`config.mk`:
```
export PLATFORM = sky130hd
export DESIGN_NAME = bus_arbiter
export DESIGN_NICKNAME = d
export VERILOG_FILES = /design/src/rtl/bus_arbiter.sv
export SDC_FILE = /design/constraint.sdc
export NUM_CORES = 1
export LEC_CHECK = 0
export ABC_AREA = 1
export CORE_MARGIN = 4
export CORE_UTILIZATION = 39
export CTS_CLUSTER_DIAMETER = 120
export DETAILED_ROUTE_END_ITERATION = 7
export PLACE_DENSITY = 0.8
export SYNTH_ARGS = -nofsm -noshare
export SYNTH_HDL_FRONTEND = slang
export SYNTH_SLANG_ARGS = --single-unit
export TNS_END_PERCENT = 10
```
`constraint.sdc`:
```
create_clock -name clock -period 1.95 [get_ports clock]
set_input_delay 0.4875 -clock clock [delete_from_list [all_inputs] [get_ports clock]]
set_output_delay 0.4875 -clock clock [all_outputs]
set_load 0.005 [all_outputs]
```
`src/rtl/bus_arbiter.sv`:
```
// Two-port bus arbiter: fetch (port 0) and load/store (port 1) share one single-transfer bus master.
// Default: load/store priority with a fetch starvation guard; define ARB_ROUND_ROBIN_EN for round-robin.
module bus_arbiter #(
  parameter int ADDR_WIDTH   = 32,
  parameter int DATA_WIDTH   = 32,
  parameter int STARVE_LIMIT = 4
) (
  input  logic                  clock,
  input  logic                  reset,
  input  logic                  req0,
  input  logic                  req1,
  input  logic [ADDR_WIDTH-1:0] addr0,
  input  logic [ADDR_WIDTH-1:0] addr1,
  input  logic                  write0,
  input  logic                  write1,
  input  logic [DATA_WIDTH-1:0] wdata0,
  input  logic [DATA_WIDTH-1:0] wdata1,
  output logic                  done0,
  output logic                  done1,
  output logic                  error0,
  output logic                  error1,
  output logic [DATA_WIDTH-1:0] rdata,
  output logic                  owner,
  output logic                  busy,
  output logic [ADDR_WIDTH-1:0] bus_address,
  output logic                  bus_write,
  output logic [DATA_WIDTH-1:0] bus_write_data,
  output logic [1:0]            bus_trans,
  input  logic                  bus_ready,
  input  logic                  bus_response,
  input  logic [DATA_WIDTH-1:0] bus_read_data
);

  localparam logic [1:0] BUS_TRANSFER_IDLE   = 2'b00;
  localparam logic [1:0] BUS_TRANSFER_NONSEQ = 2'b10;
  localparam logic       RESP_ERROR          = 1'b1;

  typedef enum logic [1:0] {S_IDLE, S_ADDR, S_DATA} state_t;

  state_t r_state;
  state_t w_next_state;
  logic   w_grant;
  logic   w_winner;

`ifdef ARB_ROUND_ROBIN_EN
  // Port favoured on the next contested grant; reset favours fetch.
  logic r_ptr;

  always_comb begin
    w_winner = req1;
    if (req0 && req1) w_winner = r_ptr;
  end

  always_ff @(posedge clock) begin
    if (reset)        r_ptr <= 1'b0;
    else if (w_grant) r_ptr <= ~w_winner;
  end
`else
  localparam logic [3:0] LIMIT = 4'(STARVE_LIMIT);
  logic [3:0] r_starve;

  always_comb begin
    w_winner = req1;
    if (req0 && req1 && (r_starve == LIMIT)) w_winner = 1'b0;
  end

  // Counts load/store wins that made a waiting fetch lose.
  always_ff @(posedge clock) begin
    if (reset) begin
      r_starve <= 4'd0;
    end else if (w_grant) begin
      if (!w_winner)                      r_starve <= 4'd0;
      else if (req0 && r_starve != LIMIT) r_starve <= r_starve + 4'd1;
    end
  end
`endif

  always_comb begin
    w_next_state = r_state;
    w_grant      = 1'b0;
    case (r_state)
      S_IDLE: begin
        if (bus_ready && (req0 || req1)) begin
          w_grant      = 1'b1;
          w_next_state = S_ADDR;
        end
      end
      S_ADDR:  if (bus_ready) w_next_state = S_DATA;
      S_DATA:  if (bus_ready) w_next_state = S_IDLE;
      default: w_next_state = S_IDLE;
    endcase
  end

  always_ff @(posedge clock) begin
    if (reset) r_state <= S_IDLE;
    else       r_state <= w_next_state;
  end

  always_ff @(posedge clock) begin
    if (reset) begin
      bus_trans      <= BUS_TRANSFER_IDLE;
      bus_address    <= '0;
      bus_write      <= 1'b0;
      bus_write_data <= '0;
      done0          <= 1'b0;
      done1          <= 1'b0;
      error0         <= 1'b0;
      error1         <= 1'b0;
      rdata          <= '0;
      owner          <= 1'b0;
      busy           <= 1'b0;
    end else begin
      done0  <= 1'b0;
      done1  <= 1'b0;
      error0 <= 1'b0;
      error1 <= 1'b0;
      case (r_state)
        S_IDLE: begin
          if (w_grant) begin
            bus_address <= w_winner ? addr1 : addr0;
            bus_write   <= w_winner ? write1 : write0;
            bus_trans   <= BUS_TRANSFER_NONSEQ;
            owner       <= w_winner;
            busy        <= 1'b1;
          end
        end
        S_ADDR: begin
          if (bus_ready) begin
            bus_trans      <= BUS_TRANSFER_IDLE;
            bus_write_data <= owner ? wdata1 : wdata0;
          end
        end
        S_DATA: begin
          if (bus_ready) begin
            done0  <= ~owner;
            done1  <= owner;
            error0 <= ~owner & (bus_response == RESP_ERROR);
            error1 <= owner & (bus_response == RESP_ERROR);
            if (!bus_write) rdata <= bus_read_data;
            busy   <= 1'b0;
          end
        end
        default: ;
      endcase
    end
  end

endmodule

```
After elaboration in Yosys (flattened, before gate mapping). Cells that the tools add are included.

Register bits after elaboration: 111. Latch bits: 0. Bits in writable memories: 0. Memory bits (read-only): 0. Input port bits: 168. Output and inout port bits: 105. Logic and storage cells: 62. Memories: 0.

Add/sub/neg operators: 1. $mul: 0. Divide/modulo/power cells: 0. $lt $le $gt $ge: 0. Equal/unequal tests: 9. Shift-type cells: 0. Mux-type cells: 17. Bitwise gates (word level): 6. Reductions and logical operators: 16.

Operator list (count): $mux W32 (2); $reduce_and A3 Y1 (4); $mux W2 (4); $mux W4 (2); $ne A2 B2 Y1 const B (4); $mux W1 (6); $pmux W2 S3 (1); $reduce_and A2 Y1 (3); $add A4 B1 Y4 const B (1); $eq A4 B3 Y1 const B (1); $logic_and A1 B1 Y1 (4); $ne A4 B3 Y1 const B (1); $not A1 Y1 (4); $pmux W2 S2 (1); $reduce_bool A2 Y1 (2); $reduce_or A3 Y1 (1); $and A1 B1 Y1 (2); $eq A2 B1 Y1 const B (1); $eq A2 B2 Y1 const B (1); $logic_not A2 Y1 (1); $ne A2 B1 Y1 const B (1); $pmux W1 S2 (1); $logic_or A1 B1 Y1 (1).

Longest topological paths before layout.
Depth in word-level cells: 6. Mapped depth: 11.

Least setup slack after synthesis. Ideal clock, no wire load.

Path type: input port to flip-flop. From: input port req1. To: register bus_address[19]. Setup time: 0.115 ns. Arrival time: 1.244 ns. Required time: 1.835 ns. Slack: 0.592 ns. Stages: 7. Cell sequence: buf_4 o21ai_2 nor2_4 buf_6 buf_6 o21ai_1 nor2_1.

Cells in the longest elaborated chain, start to end: 5.

Ends and longest elaborated chain: start: declaration (RTL line 11) `input logic req1,`; $logic_or A1 B1 Y1 (RTL line 83) `if (bus_ready && (req0 || req1)) begin`; $logic_and A1 B1 Y1 (RTL line 83); $mux W1 (RTL line 83); $mux W1 (RTL line 81) `case (r_state)`; $reduce_and A2 Y1 (no source line); end signal: assignment (RTL line 120) `bus_address <= w_winner ? addr1 : addr0;`; end: declaration (RTL line 25) `output logic [ADDR_WIDTH-1:0] bus_address,`.

Several ways; a longest one is shown, not always the timed one. A chain may end at the register's enable or synchronous reset.

Worst setup path in the final report.
From: register bus_write. To: output port bus_write.

RTL lines: start: declaration (RTL line 26) `output logic bus_write,`; start signal: assignment (RTL line 121) `bus_write <= w_winner ? write1 : write0;`.

No word-level cell between the ends.

==> qor.yml <==
clock_tree:
  numClockSinks: 110
  numCtsBuffers: 9
  cts.path.max_buffers: 2
  cts_resized: 0
  post_cts_buffers: 0
  root_buffer: "clkbuf_16"
  cts_tree: "yes"
  hold_buffers: 0
  ctsHtreeMaxLevel: 3
  insertion_delay_ns: 0.34
  cts.clk_slew.worst_paths_ns: 0.07
power_and_ir_drop:
  swShare: 0.250
  clkPwrFrac: 0.347
  p_int_mw: 4.06
  vdd_ir_drop_max_mv: 0.521
  power.switching_mw: 1.36
  power.density_nw_per_um2: 660
  p_leak_nw: 3.23
  share_comb_of_total_power: 0.207
  pwr-share-seq: 0.446
sta:
  rsz0062_at_grt: "false"
  timing.hold.ws_ns: 0.457
  finClkSkew_ns: 0.00710
  fin_crit_ns: 1.73
  finalSetupViolCount: 0
  post-route-period-util: 0.887
  slew_viol_final: 0
  slew_headroom: 0.648
  tns_ns: 0
  finalHoldViolCount: 0
  worst_slew_pin_slew_ns: 0.528
  max_freq_ghz: 0.578
drt:
  first_pass_iters: 4
  remaining_drc_errors: 0
  ant_nets: 0
  vias: 5414
  postRouteWirelength_um: 16100
  wl_per_cell_um: 14.0
  drt_iter0_drc: 318
  vias_per_cell: 4.72
critical_path:
  path_max_fanout: 3
  critical_path.endpoint_type: "output pin"
  cp_slowest_stage_delay_ns: 0.55
  cpMaxStageDelayCell: "clkdlybuf4s50_1"
  critPathArrivalTime_ns: 1.24
  critPathLaunchType: "flop"
  critPathKind: "flop to output pin"
  cp.required_ns: 1.46
  path_cells: "clkdlybuf4s50_1"
  crit_family: "buffers and inverters"
  path_buf_inv: 1
cells_and_area:
  drive_gt1_frac: 0.0585
  fillers: 1115
  layout.nets: 1140
  syn2layout_area_growth_pct: 64.1
  num_antenna_cells: 0
floorplan:
  fp-row-count: 41
  die_x_um: 121
  dieHeight_um: 121
  ios: 273
  initial_utilization: 0.398
  core_area_um2: 12600
  die_area_um2: 14700
outcome:
  run_status: "finished, final reports clean"
grt:
  antenna_found_initial: 0
  grt_overflow: 0
  grt_pass1_wl_um: 24200
  grt_pass1_vias: 4879
  grt_max_degree: 59
  grt.total_usage: 0.205
yosys:
  netlist_area_um2: 5000
  synthCells: 720
  synth-edff-count: 0
  syn-num-nets: 890
  yosysUniqueCellTypes: 25
  yosys.area.top_type: "dfxtp_1"
  seq_area_frac_synth: 0.440
  synth_top_area_frac: 0.440
  yosys_warnings: 0
  synth.area.top_cells: "dfxtp_1, nand2_1, nor2_1"
  synth-seq-cells: 110
  syn_avg_cell_area_um2: 6.94
  async_flop_share: 0
  synth_flop_cell: "dfxtp_1"
place:
  numPortBuffers: 271
  place_hpwl_um: 11900
  place_congestion: 0.823
run:
  cap_violations: 0
worst_hold_path:
  hold_path_class: "flop to flop"
## worst paths after layout
check                    start              end  slack, ns  depth (start not counted)
hold reg to reg   bus_trans[1]     bus_trans[1]       0.46                          2
setup / recovery     bus_write        bus_write       0.22                          1
hold / removal    bus_trans[1]     bus_trans[1]       0.46                          2
setup reg to reg   r_starve[0]  bus_address[16]       0.43                          9
## worst reg2reg max path, delay by kind of cell, from the launching register on
kind            cells  cell delay (ns)
compound gates      1             0.16
fa+ha+maj           1             0.21
simple gates        4             0.36
buf+inv             3             0.34
flops               1             0.34
## cell families (layout without fill, tap and decap cells)
kind of cell               after synthesis  count (layout)  share of synthesized area
adders and majority gates                2               2                    0.00500
DFF                                    110             110                      0.440
buffers and inverters                   72             327                     0.0748
other                                    1               1                   0.000750
AOI/OAI and AO/OA                      139             139                      0.156
and+or+nand+nor                        396             396                      0.323
## synth_stat cells (4+ instances only)
cell / n
a21boi_0: 25
a21boi_1: 8
a21oi_1: 39
buf_2: 22
buf_6: 9
clkbuf_1: 21
dfxtp_1: 110
inv_1: 7
inv_2: 6
nand2_1: 178
nand2_2: 4
nand3_1: 70
nor2_1: 137
o21ai_0: 53
o21ai_1: 13
## metal layers
| metal | GRT usage | up-vias | share of wire |
|---|---|---|---|
| li1 | - | 2814 | - |
| met3 | 0.0751 | 28 | 0.095 |
| met5 | 0 | - | 0 |
| met1 | 0.238 | 2397 | 0.40 |
| met4 | 0.0784 | 0 | 0.023 |
| met2 | 0.345 | 175 | 0.48 |
## stage by stage
step | total power [mW] | instances | worst slack [ns] | cell area, um2 | utilization
2_1_floorplan | 2.93 | 720 | 0.592 | 5000 | -
6_report | 5.42 | 1147 | 0.220 | 8200 | 0.653
4_1_cts | 5.47 | 1147 | 0.185 | 8200 | 0.653
3_5_place_dp | 3.59 | 1131 | 0.0473 | 7890 | 0.628
5_1_grt | 5.67 | 1147 | 0.147 | 8200 | 0.653
3_3_place_gp | 3.58 | 1131 | 0.0977 | 7890 | 0.628
## layout make-up
| type | instances | area (um2) | share of cell area |
|---|---|---|---|
| repair buffers | 296 | 3000 | 0.365 |
| multi-input cells | 538 | 2420 | 0.295 |
| clock inverters | 6 | 70.1 | 0.00854 |
| clock buffers | 10 | 239 | 0.0291 |
| inverters | 15 | 57.6 | 0.00702 |
| flip-flops and latches | 110 | 2200 | 0.268 |
| well taps | 172 | 215 | 0.0262 |
## power by group through the flow
stage                     Clock [mW]  Combinational, mW  Sequential (mW)
after floorplan                    0              0.456             2.47
after CTS                       1.92               1.13             2.41
after global placement             0               1.12             2.46
final                           1.88               1.12             2.41
after detailed placement           0               1.13             2.47
after global routing            2.01               1.24             2.43
## layout by cell type, fill, tap and decap left out
master	instances
clkinvlp_4	2
clkbuf_8	1
clkdlybuf4s50_1	270
inv_8	1
buf_12	8
nor2_4	3
dfxtp_1	110
clkinv_2	2
nor2_1	137
inv_2	6
clkinv_4	1
buf_2	1
buf_4	17
a21boi_0	25
nand2_1	178
conb_1	1
nand3_1	70
a21boi_1	8
nand4_1	1
clkinv_1	1
nand2_2	4
nor3_1	3
ha_1	2
inv_1	7
o21ai_1	13
clkbuf_16	9
o21ai_2	1
a21oi_1	39
o21ai_0	53
bufinv_16	1
## sequential cells by signal, summed over array words and instances (netlist names)
signal          count
bus_address        32
bus_write_data     32
rdata              32
r_starve            4
r_state             2
bus_trans           1
bus_write           1
busy                1
done0               1
done1               1
error0              1
error1              1
owner               1
No activity file was read; power rests on OpenSTA's default activity.
